## src/rtl/ped_pkg.sv

```systemverilog
// Shared definitions for the pedestrian crossing stage: the vehicle light
// codes (identical to the ones traffic_control drives) and the controller
// state encoding.
package ped_pkg;

    // Vehicle light codes as driven by traffic_control
    localparam logic [1:0] LIGHT_RED    = 2'b00;
    localparam logic [1:0] LIGHT_GREEN  = 2'b01;
    localparam logic [1:0] LIGHT_YELLOW = 2'b10;
    localparam logic [1:0] LIGHT_BAD    = 2'b11;

    // Controller states; the encoding is visible on the dbg_state port
    typedef enum logic [2:0] {
        S_IDLE  = 3'd0,
        S_WAIT  = 3'd1,
        S_WALK  = 3'd2,
        S_CLEAR = 3'd3,
        S_HOLD  = 3'd4,
        S_FAULT = 3'd5
    } ped_state_e;

    // Larger of two integers, used for sizing the tick counter
    function automatic int max_int(input int a, input int b);
        return (a > b) ? a : b;
    endfunction

endpackage

```

## src/rtl/ped_crossing_ctrl_debounce.sv

```systemverilog
// Push-button conditioning: two-flop synchroniser, a stable-high counter and
// a one-cycle press pulse on the rising edge of the debounced level. A held
// button produces exactly one pulse; a high pulse shorter than DEBOUNCE_CYC
// synchronised cycles never raises the debounced level.
module btn_debounce #(
    parameter int DEBOUNCE_CYC = 4
) (
    input  logic clk,
    input  logic reset,
    input  logic btn,
    output logic press
);

    localparam int CW = $clog2(DEBOUNCE_CYC + 1);

    logic          sync1;
    logic          sync2;
    logic          level;
    logic          level_q;
    logic [CW-1:0] stable_cnt;

    // Synchronise the raw button, count consecutive high cycles, track the debounced level
    always_ff @(posedge clk) begin
        if (!reset) begin
            sync1      <= 1'b0;
            sync2      <= 1'b0;
            level      <= 1'b0;
            level_q    <= 1'b0;
            stable_cnt <= '0;
        end else begin
            sync1   <= btn;
            sync2   <= sync1;
            level_q <= level;
            if (!sync2) begin
                stable_cnt <= '0;
                level      <= 1'b0;
            end else begin
                // Saturate so a long hold never wraps and re-triggers
                if (stable_cnt != CW'(DEBOUNCE_CYC)) begin
                    stable_cnt <= stable_cnt + 1'b1;
                end
                // This cycle is the DEBOUNCE_CYC-th consecutive high sample
                if (stable_cnt >= CW'(DEBOUNCE_CYC - 1)) begin
                    level <= 1'b1;
                end
            end
        end
    end

    // One-cycle pulse when the debounced level rises
    assign press = level & ~level_q;

endmodule

```

## src/rtl/ped_crossing_ctrl.sv

```systemverilog
// Pedestrian signal stage downstream of traffic_control. Grants WALK only at
// the start of a fresh vehicle RED, runs a flashing clearance with a seconds
// countdown, aborts safely if the light leaves RED early and latches a sticky
// fault when the light code is illegal for two consecutive cycles.
//
// Interface note: there is no handshake; light and ped_btn are sampled every
// cycle and every output is a register updated on the rising clock edge.
module ped_crossing_ctrl
    import ped_pkg::*;
#(
    parameter int TICK_DIV     = 10,
    parameter int DEBOUNCE_CYC = 4,
    parameter int WALK_SEC     = 7,
    parameter int FLASH_SEC    = 5,
    parameter int CNT_W        = 4
) (
    input  logic             clk,
    input  logic             reset,
    input  logic [1:0]       light,
    input  logic             ped_btn,
    output logic             walk,
    output logic             dont_walk,
    output logic [CNT_W-1:0] countdown,
    output logic             req_pending,
    output logic             fault,
    output logic [2:0]       dbg_state
);

    localparam int PRE_W = $clog2(TICK_DIV);
    localparam int HALF  = TICK_DIV / 2;
    localparam int TC_W  = $clog2(max_int(WALK_SEC, FLASH_SEC) + 1);

    ped_state_e       state;
    logic [PRE_W-1:0] prescaler;
    logic [PRE_W-1:0] pre_next;
    logic [TC_W-1:0]  tick_cnt;
    logic [1:0]       light_q;
    logic             tick;
    logic             red_edge;
    logic             not_red;
    logic             bad_twice;
    logic             press;

    btn_debounce #(
        .DEBOUNCE_CYC(DEBOUNCE_CYC)
    ) u_debounce (
        .clk  (clk),
        .reset(reset),
        .btn  (ped_btn),
        .press(press)
    );

    // Previous-cycle light, used for RED edge detection and the two-cycle illegal check
    always_ff @(posedge clk) begin
        light_q <= light;
    end

    assign tick      = (prescaler == PRE_W'(TICK_DIV - 1));
    assign pre_next  = tick ? '0 : prescaler + 1'b1;
    assign red_edge  = (light == LIGHT_RED) && (light_q != LIGHT_RED);
    assign not_red   = (light != LIGHT_RED);
    assign bad_twice = (light == LIGHT_BAD) && (light_q == LIGHT_BAD);
    assign dbg_state = state;

    // Crossing FSM with prescaler, tick counter and registered head/countdown outputs
    always_ff @(posedge clk) begin
        if (!reset) begin
            state       <= S_IDLE;
            prescaler   <= '0;
            tick_cnt    <= '0;
            walk        <= 1'b0;
            dont_walk   <= 1'b1;
            countdown   <= '0;
            req_pending <= 1'b0;
            fault       <= 1'b0;
        end else begin
            // Free-running by default; cleared explicitly on entry to WALK and CLEAR
            prescaler <= pre_next;

            if (bad_twice) begin
                // Illegal code persists: outranks abort and red_edge
                state     <= S_FAULT;
                walk      <= 1'b0;
                dont_walk <= 1'b1;
                countdown <= '0;
                fault     <= 1'b1;
            end else begin
                case (state)
                    S_IDLE: begin
                        if (press) begin
                            req_pending <= 1'b1;
                        end
                        if (req_pending) begin
                            state <= S_WAIT;
                        end
                    end

                    S_WAIT: begin
                        if (press) begin
                            req_pending <= 1'b1;
                        end
                        // Only a fresh RED serves the request, never one already running
                        if (red_edge) begin
                            state       <= S_WALK;
                            walk        <= 1'b1;
                            dont_walk   <= 1'b0;
                            req_pending <= 1'b0;
                            prescaler   <= '0;
                            tick_cnt    <= '0;
                        end
                    end

                    S_WALK: begin
                        // Presses while walking are deliberately ignored
                        if (not_red) begin
                            state       <= S_IDLE;
                            walk        <= 1'b0;
                            dont_walk   <= 1'b1;
                            countdown   <= '0;
                            req_pending <= 1'b1;
                        end else if (tick) begin
                            if (tick_cnt == TC_W'(WALK_SEC - 1)) begin
                                state     <= S_CLEAR;
                                walk      <= 1'b0;
                                dont_walk <= 1'b1;
                                countdown <= CNT_W'(FLASH_SEC);
                                prescaler <= '0;
                                tick_cnt  <= '0;
                            end else begin
                                tick_cnt <= tick_cnt + 1'b1;
                            end
                        end
                    end

                    S_CLEAR: begin
                        if (press) begin
                            req_pending <= 1'b1;
                        end
                        if (not_red) begin
                            state       <= S_IDLE;
                            walk        <= 1'b0;
                            dont_walk   <= 1'b1;
                            countdown   <= '0;
                            req_pending <= 1'b1;
                        end else begin
                            // Flash: on for the first half of each second, off for the second half
                            dont_walk <= (pre_next < PRE_W'(HALF));
                            if (tick) begin
                                if (tick_cnt == TC_W'(FLASH_SEC - 1)) begin
                                    state     <= S_HOLD;
                                    dont_walk <= 1'b1;
                                    countdown <= '0;
                                    tick_cnt  <= '0;
                                end else begin
                                    tick_cnt  <= tick_cnt + 1'b1;
                                    countdown <= CNT_W'(FLASH_SEC - 1 - int'(tick_cnt));
                                end
                            end
                        end
                    end

                    S_HOLD: begin
                        if (press) begin
                            req_pending <= 1'b1;
                        end
                        // Wait out the rest of this RED so the next grant needs a new edge
                        if (not_red) begin
                            state <= S_IDLE;
                        end
                        dont_walk <= 1'b1;
                    end

                    S_FAULT: begin
                        walk      <= 1'b0;
                        dont_walk <= 1'b1;
                        countdown <= '0;
                        fault     <= 1'b1;
                    end

                    default: begin
                        state     <= S_IDLE;
                        walk      <= 1'b0;
                        dont_walk <= 1'b1;
                        countdown <= '0;
                    end
                endcase
            end
        end
    end

endmodule
```

## config.mk

```make
export PLATFORM = sky130hd
export DESIGN_NAME = ped_crossing_ctrl
export DESIGN_NICKNAME = d
export VERILOG_FILES = /design/src/rtl/ped_pkg.sv /design/src/rtl/ped_crossing_ctrl_debounce.sv /design/src/rtl/ped_crossing_ctrl.sv
export SDC_FILE = /design/constraint.sdc
export NUM_CORES = 1
export LEC_CHECK = 0
export BUFFER_PORTS_ARGS = -buffer_cell sky130_fd_sc_hd__buf_2
export CORE_MARGIN = 5
export CORE_UTILIZATION = 43
export CTS_CLUSTER_DIAMETER = 30
export CTS_CLUSTER_SIZE = 10
export DETAILED_ROUTE_END_ITERATION = 16
export PLACE_DENSITY = 0.69
export SLEW_MARGIN = 10
export SYNTH_ARGS = -nofsm -noshare
export SYNTH_HDL_FRONTEND = slang
export SYNTH_SLANG_ARGS = --single-unit
export TNS_END_PERCENT = 50
```

## constraint.sdc

```tcl
create_clock -name clk -period 5.2 [get_ports clk]
set_input_delay 0.52 -clock clk [delete_from_list [all_inputs] [get_ports clk]]
set_output_delay 0.52 -clock clk [all_outputs]
set_load 0.05 [all_outputs]
```

Word level (Yosys, flattened, before mapping)
Index checks and enable logic that the tools add are counted.
- bits of input ports: 5
- register bits: 27
- output and inout bits: 11
- magnitude comparators: 2
- bitwise operators: 8
- eq/ne operators: 32
- muxes and demuxes: 54
- $add $sub $neg: 4
- reduce and logical (&&, ||, !) cells: 20
- operators by type and width (kind ; number):
    $mux 3 ; 17
    $mux 4 ; 12
    $ne 3x3->1 const B ; 8
    $ne 2x2->1 const B ; 10
    $mux 1 ; 18
    $pmux 3 s6 ; 1
    $ne 4x4->1 const B ; 4
    $reduce_and 8->1 ; 2
    $eq 3x3->1 const B ; 4
    $pmux 1 s4 ; 3
    $pmux 4 s3 ; 1
    $pmux 3 s3 ; 1
    $pmux 4 s2 ; 1
    $reduce_and 4->1 ; 2
    $not 1->1 ; 7
    $reduce_and 7->1 ; 1
    $add 3x1->3 const B ; 2
    $eq 3x2->1 const B ; 2
    $reduce_bool 2->1 ; 3
    $reduce_and 5->1 ; 1
    $add 4x1->4 const B ; 1
    $eq 2x2->1 const B ; 2
    $eq 4x4->1 const B ; 1
    $lt 4x3->1 const B ; 1
    13 further kinds ; 15

Logic depth before layout (Yosys ltp)
- word-level depth: 7
- mapped depth: 8
- gate-level depth less buffers: 8

Cells and area by module
From an unflattened synthesis, not the netlist that was laid out.
- cells, all modules: 180
- area total of the unflattened synthesis: 1497.7 µm²
- modules (own cells, without submodules) (module ; instances ; seq. area each (µm²) ; cells an instance ; area each (µm²)):
    ped_crossing_ctrl ; 1 ; 400.4 ; 152 ; 1213.7
    btn_debounce ; 1 ; 140.1 ; 28 ; 284.0

Worst setup path after synthesis
Ideal clock, no wire load.
- path type: reg2reg
- start point: register state[1], in the netlist dbg_state[1]
- end point: register walk
- period minus slack after synthesis: 2.002 ns
- path slack: 3.198 ns
- cell stages (with the launch flop): 7
- required time: 5.112 ns
- data arrival time: 1.914 ns
- cell sequence: dfxtp_1 > or4b_1 > buf_2 > a311o_1 > nand2_2 > inv_2 > a311oi_2
- word-level cells in the longest chain between the ends: 4
- elaborated cells between the ends (all ways): 13
- RTL lines (item ; line ; source):
    start, declared ; ped_crossing_ctrl.sv:33 ; ped_state_e state;
    start signal, assigned ; ped_crossing_ctrl.sv:68 ; state <= S_IDLE;
    start signal, assigned ; ped_crossing_ctrl.sv:82 ; state <= S_FAULT;
    start signal, assigned ; ped_crossing_ctrl.sv:94 ; state <= S_WAIT;
    $eq 3x3->1 / $logic_not 3->1 (equally long branches) ; ped_crossing_ctrl.sv:88 ; case (state)
    $reduce_or 2->1 (no line) ; n/a ;
    $not 1->1 (no line) ; n/a ;
    $reduce_and 5->1 (no line) ; n/a ;
    end signal, assigned ; ped_crossing_ctrl.sv:83 ; walk <= 1'b0;
    end signal, assigned ; ped_crossing_ctrl.sv:105 ; walk <= 1'b1;
    end signal, assigned ; ped_crossing_ctrl.sv:117 ; walk <= 1'b0;
    end, declared ; ped_crossing_ctrl.sv:21 ; output logic walk,
Several ways; a longest one is shown, not always the timed one.
A chain may end at the register's enable or synchronous reset.

Worst setup path after layout
- start point: register state[0], in the netlist dbg_state[0]
- end point: register tick_cnt[2]
- word-level cells in the longest chain between the ends: 3
- elaborated cells between the ends (all ways): 11
- RTL lines (item ; line ; source):
    $eq 3x2->1 / $eq 3x1->1 (equally long branches) ; ped_crossing_ctrl.sv:88 ;
    $ne 2x2->1 (no line) / $reduce_bool 3->1 (equally long branches) ; n/a ;
    $reduce_and 7->1 (no line) ; n/a ;
    end signal, assigned ; ped_crossing_ctrl.sv:130 ; tick_cnt <= tick_cnt + 1'b1;
    end signal, assigned ; ped_crossing_ctrl.sv:155 ; tick_cnt <= tick_cnt + 1'b1;
    end, declared ; ped_crossing_ctrl.sv:36 ; logic [TC_W-1:0] tick_cnt;
Several ways; a longest one is shown, not always the timed one.

==> flow_metrics.py <==
metrics = {
    "outcome": {
        "status": "complete, no violations",
    },
    "min_path": {
        "worstHoldStart": "light[1]",
        "min_path_type": "in -> reg",
    },
    "global_route": {
        "first_global_vias": 1257,
        "grt_max_degree": 22,
        "antenna_found_initial": 0,
        "grt_overflow": 0,
        "grt_pass1_wl_mm": 5.37,
        "track_usage_pct": 14.7,
    },
    "yosys": {
        "synth_edf_count": 0,
        "synth-async-reset-ratio_pct": 0,
        "syn_inst": 178,
        "netlist-cell-type-count": 51,
        "ys_warn_count": 0,
        "avgSynthCellArea_um2": 8.32,
        "synth_top_cell_area_share_pct": 36.5,
        "ys_seq_elements": 27,
        "syn_area_mm2": 0.00148,
        "ys_top_cells_by_area": "dfxtp_1, ha_1, nor2_1",
        "synthFlopType": "dfxtp_1",
        "syn-num-nets": 192,
        "seq_area_frac_synth_pct": 36.5,
        "synth_top_area_cell": "dfxtp_1",
    },
    "clock_network": {
        "cts_hold_buf": 0,
        "cts_sinks": 27,
        "cts-buffers-inserted": 3,
        "postCtsSetupBuffers": 0,
        "cts_tree": "yes",
        "clock_latency_ns": 0.33,
        "clkTransAtPathRegs_ns": 0.15,
        "clockBufferDepth": 2,
        "htreeDepth": 1,
        "cts_resized": 0,
        "clock-root-buffer": "clkbuf_4",
    },
    "die": {
        "initial_core_util_pct": 44.4,
        "die_x_um": 68.7,
        "core_mm2": 0.00334,
        "dieArea_mm2": 0.00472,
        "die_h_um": 68.7,
        "std_cell_rows": 21,
        "ioPinCount": 16,
    },
    "route": {
        "vias": 1324,
        "vias_per_cell": 5.63,
        "wl_per_cell_um": 13.4,
        "ant_nets": 0,
        "wl_mm": 3.14,
        "route.detailed.drc": 0,
        "drt_iter0_markers": 87,
        "drtPass1Iterations": 4,
    },
    "placement": {
        "place_inst": 231,
        "gp_congestion": 0.826,
        "portBuffers": 15,
        "hpwlAfterDp_mm": 2.38,
    },
    "timing": {
        "worstMarginPinSlew_ns": 0.645,
        "skew_ns": 0.00109,
        "period_minus_slack_ns": 2.15,
        "rsz0062_at_grt": "false",
        "period_share_pct": 41.4,
        "tns_ns": 0,
        "drv_slew": 0,
        "relSlewSlack_pct": 56.9,
        "setup_violations": 0,
        "hold_viol_final": 0,
        "clock.fmax_mhz": 465,
    },
    "pwr": {
        "switching_share_pct": 44.8,
        "comb_power_share_pct": 43.2,
        "peakVddDrop_mv": 0.142,
        "intPower_uw": 371,
        "powerDensity_mw_per_mm2": 419,
        "p_clk_share_pct": 13.9,
        "p_sw_uw": 301,
        "seqPwrFrac_pct": 42.9,
        "p_leak_nw": 0.655,
    },
    "finish": {
        "antenna_cells": 0,
        "mostFrequentLayoutCells": "dfxtp_1, nor2_1, nand2_1, buf_2",
        "areaGrowthSynthToFinish_pct": 8.37,
        "instances_no_fill": 235,
        "final_nets": 204,
        "drive_gt1_share_pct": 14.3,
        "mostFrequentLayoutCell": "dfxtp_1",
    },
    "critical_path": {
        "cp-end-kind": "register",
        "reg2reg_from": "dbg_state[0]",
        "path_class": "reg -> reg",
        "crit_arrival_ns": 2.39,
        "required_ns": 5.44,
        "crit_path_max_fanout": 21,
        "cp_slowest_cell": "dfxtp_1",
        "worstSetupStartpointType": "register",
        "critPathMaxStageDelay_ns": 0.76,
        "startpoint": "dbg_state[0]",
        "crit_chain": "nor2b_1 -> nand3_1 -> a211oi_1 -> a21boi_0 -> o22ai_1",
    },
    "flow_run": {
        "drv_cap": 0,
    },
}
-- area by class of cell --
class	count	area, um^2
timing repair buffer	15	75.1
tap	46	57.6
clock buffer	3	22.5
fill	335	1730
sequential	27	541
multi-input combinational	132	862
clock inverter	1	5.00
inverter	11	41.3
-- flip-flops by register name, summed over array words and instances, names as in the netlist --
register and count:
prescaler 4, walk 1, u_debounce.stable_cnt 3, fault 1, dont_walk 1, countdown 4, light_q 2, u_debounce.level 1
req_pending 1, u_debounce.sync2 1, u_debounce.sync1 1, dbg_state 3, u_debounce.level_q 1, tick_cnt 3
-- worst max-delay path: cells and delay by family (launching register included) --
family           cells  cell delay [ns]
flip-flops           1             0.76
AND/OR/NAND/NOR      2             0.40
AO/OA/AOI/OAI        3             0.89
-- power by group through the flow --
stage	clock network [mW]	logic [mW]	registers (mW)
6_report	0.0936	0.290	0.288
5_1_grt	0.103	0.316	0.294
4_1_cts	0.0940	0.290	0.287
3_5_place_dp	0	0.289	0.291
3_3_place_gp	0	0.284	0.290
2_1_floorplan	0	0.204	0.318
-- metal layers --
metal / up-vias / share of wire (%) / GRT usage [%]
li1: 660 / - / -
met1: 612 / 42 / 16.9
met2: 45 / 49 / 27.2
met3: 7 / 7.3 / 2.59
met4: 0 / 1.7 / 4.47
met5: - / 0 / 0
-- synthesized netlist by cell type (all sizes together) (2+ instances only) --
master and instances:
a21oi 10, o221a 2, nor3 4, or2 3, mux2i 3, a31oi 3
nand2 16, a21boi 4, and2 4, o22ai 2, nand3 8, buf 5
clkbuf 3, a21o 2, inv 11, dfxtp 27, nand2b 3, nor2 17
nor2b 4, o21ai 6, ha 9, o21a 2, a211oi 3, o21bai 2
xnor2 2
-- worst paths after layout --
| path | endpoint | slack, ns | cells after the start |
|---|---|---|---|
| min reg2reg | u_debounce.sync2 | 0.45 | 1 |
| min | light_q[1] | 0.35 | 1 |
| max | tick_cnt[2] | 3.05 | 5 |
| max reg2reg | tick_cnt[2] | 3.05 | 5 |
-- metrics by stage --
step / power (mW) / hold WS (ns) / utilization [%] / area, um^2 / setup WS [ns]
after CTS: 0.671 / 0.343 / 48.1 / 1600 / 3.09
after floorplan: 0.523 / 0.412 / - / 1480 / 3.20
after global placement: 0.574 / 0.419 / 47.2 / 1580 / 2.96
after detailed placement: 0.580 / 0.422 / 47.2 / 1580 / 2.90
final: 0.672 / 0.346 / 48.1 / 1600 / 3.05
after global routing: 0.714 / 0.341 / 48.1 / 1600 / 2.84
-- kinds of logic after synthesis --
logic type	after synthesis	share of synthesized area, %
compound gates	45	21.3
xor+xnor	3	1.78
fa+ha+maj	9	7.61
buf+inv	19	5.24
flops	27	36.5
mux	3	2.03
simple gates	72	25.5
No activity file was read; power rests on OpenSTA's default activity.
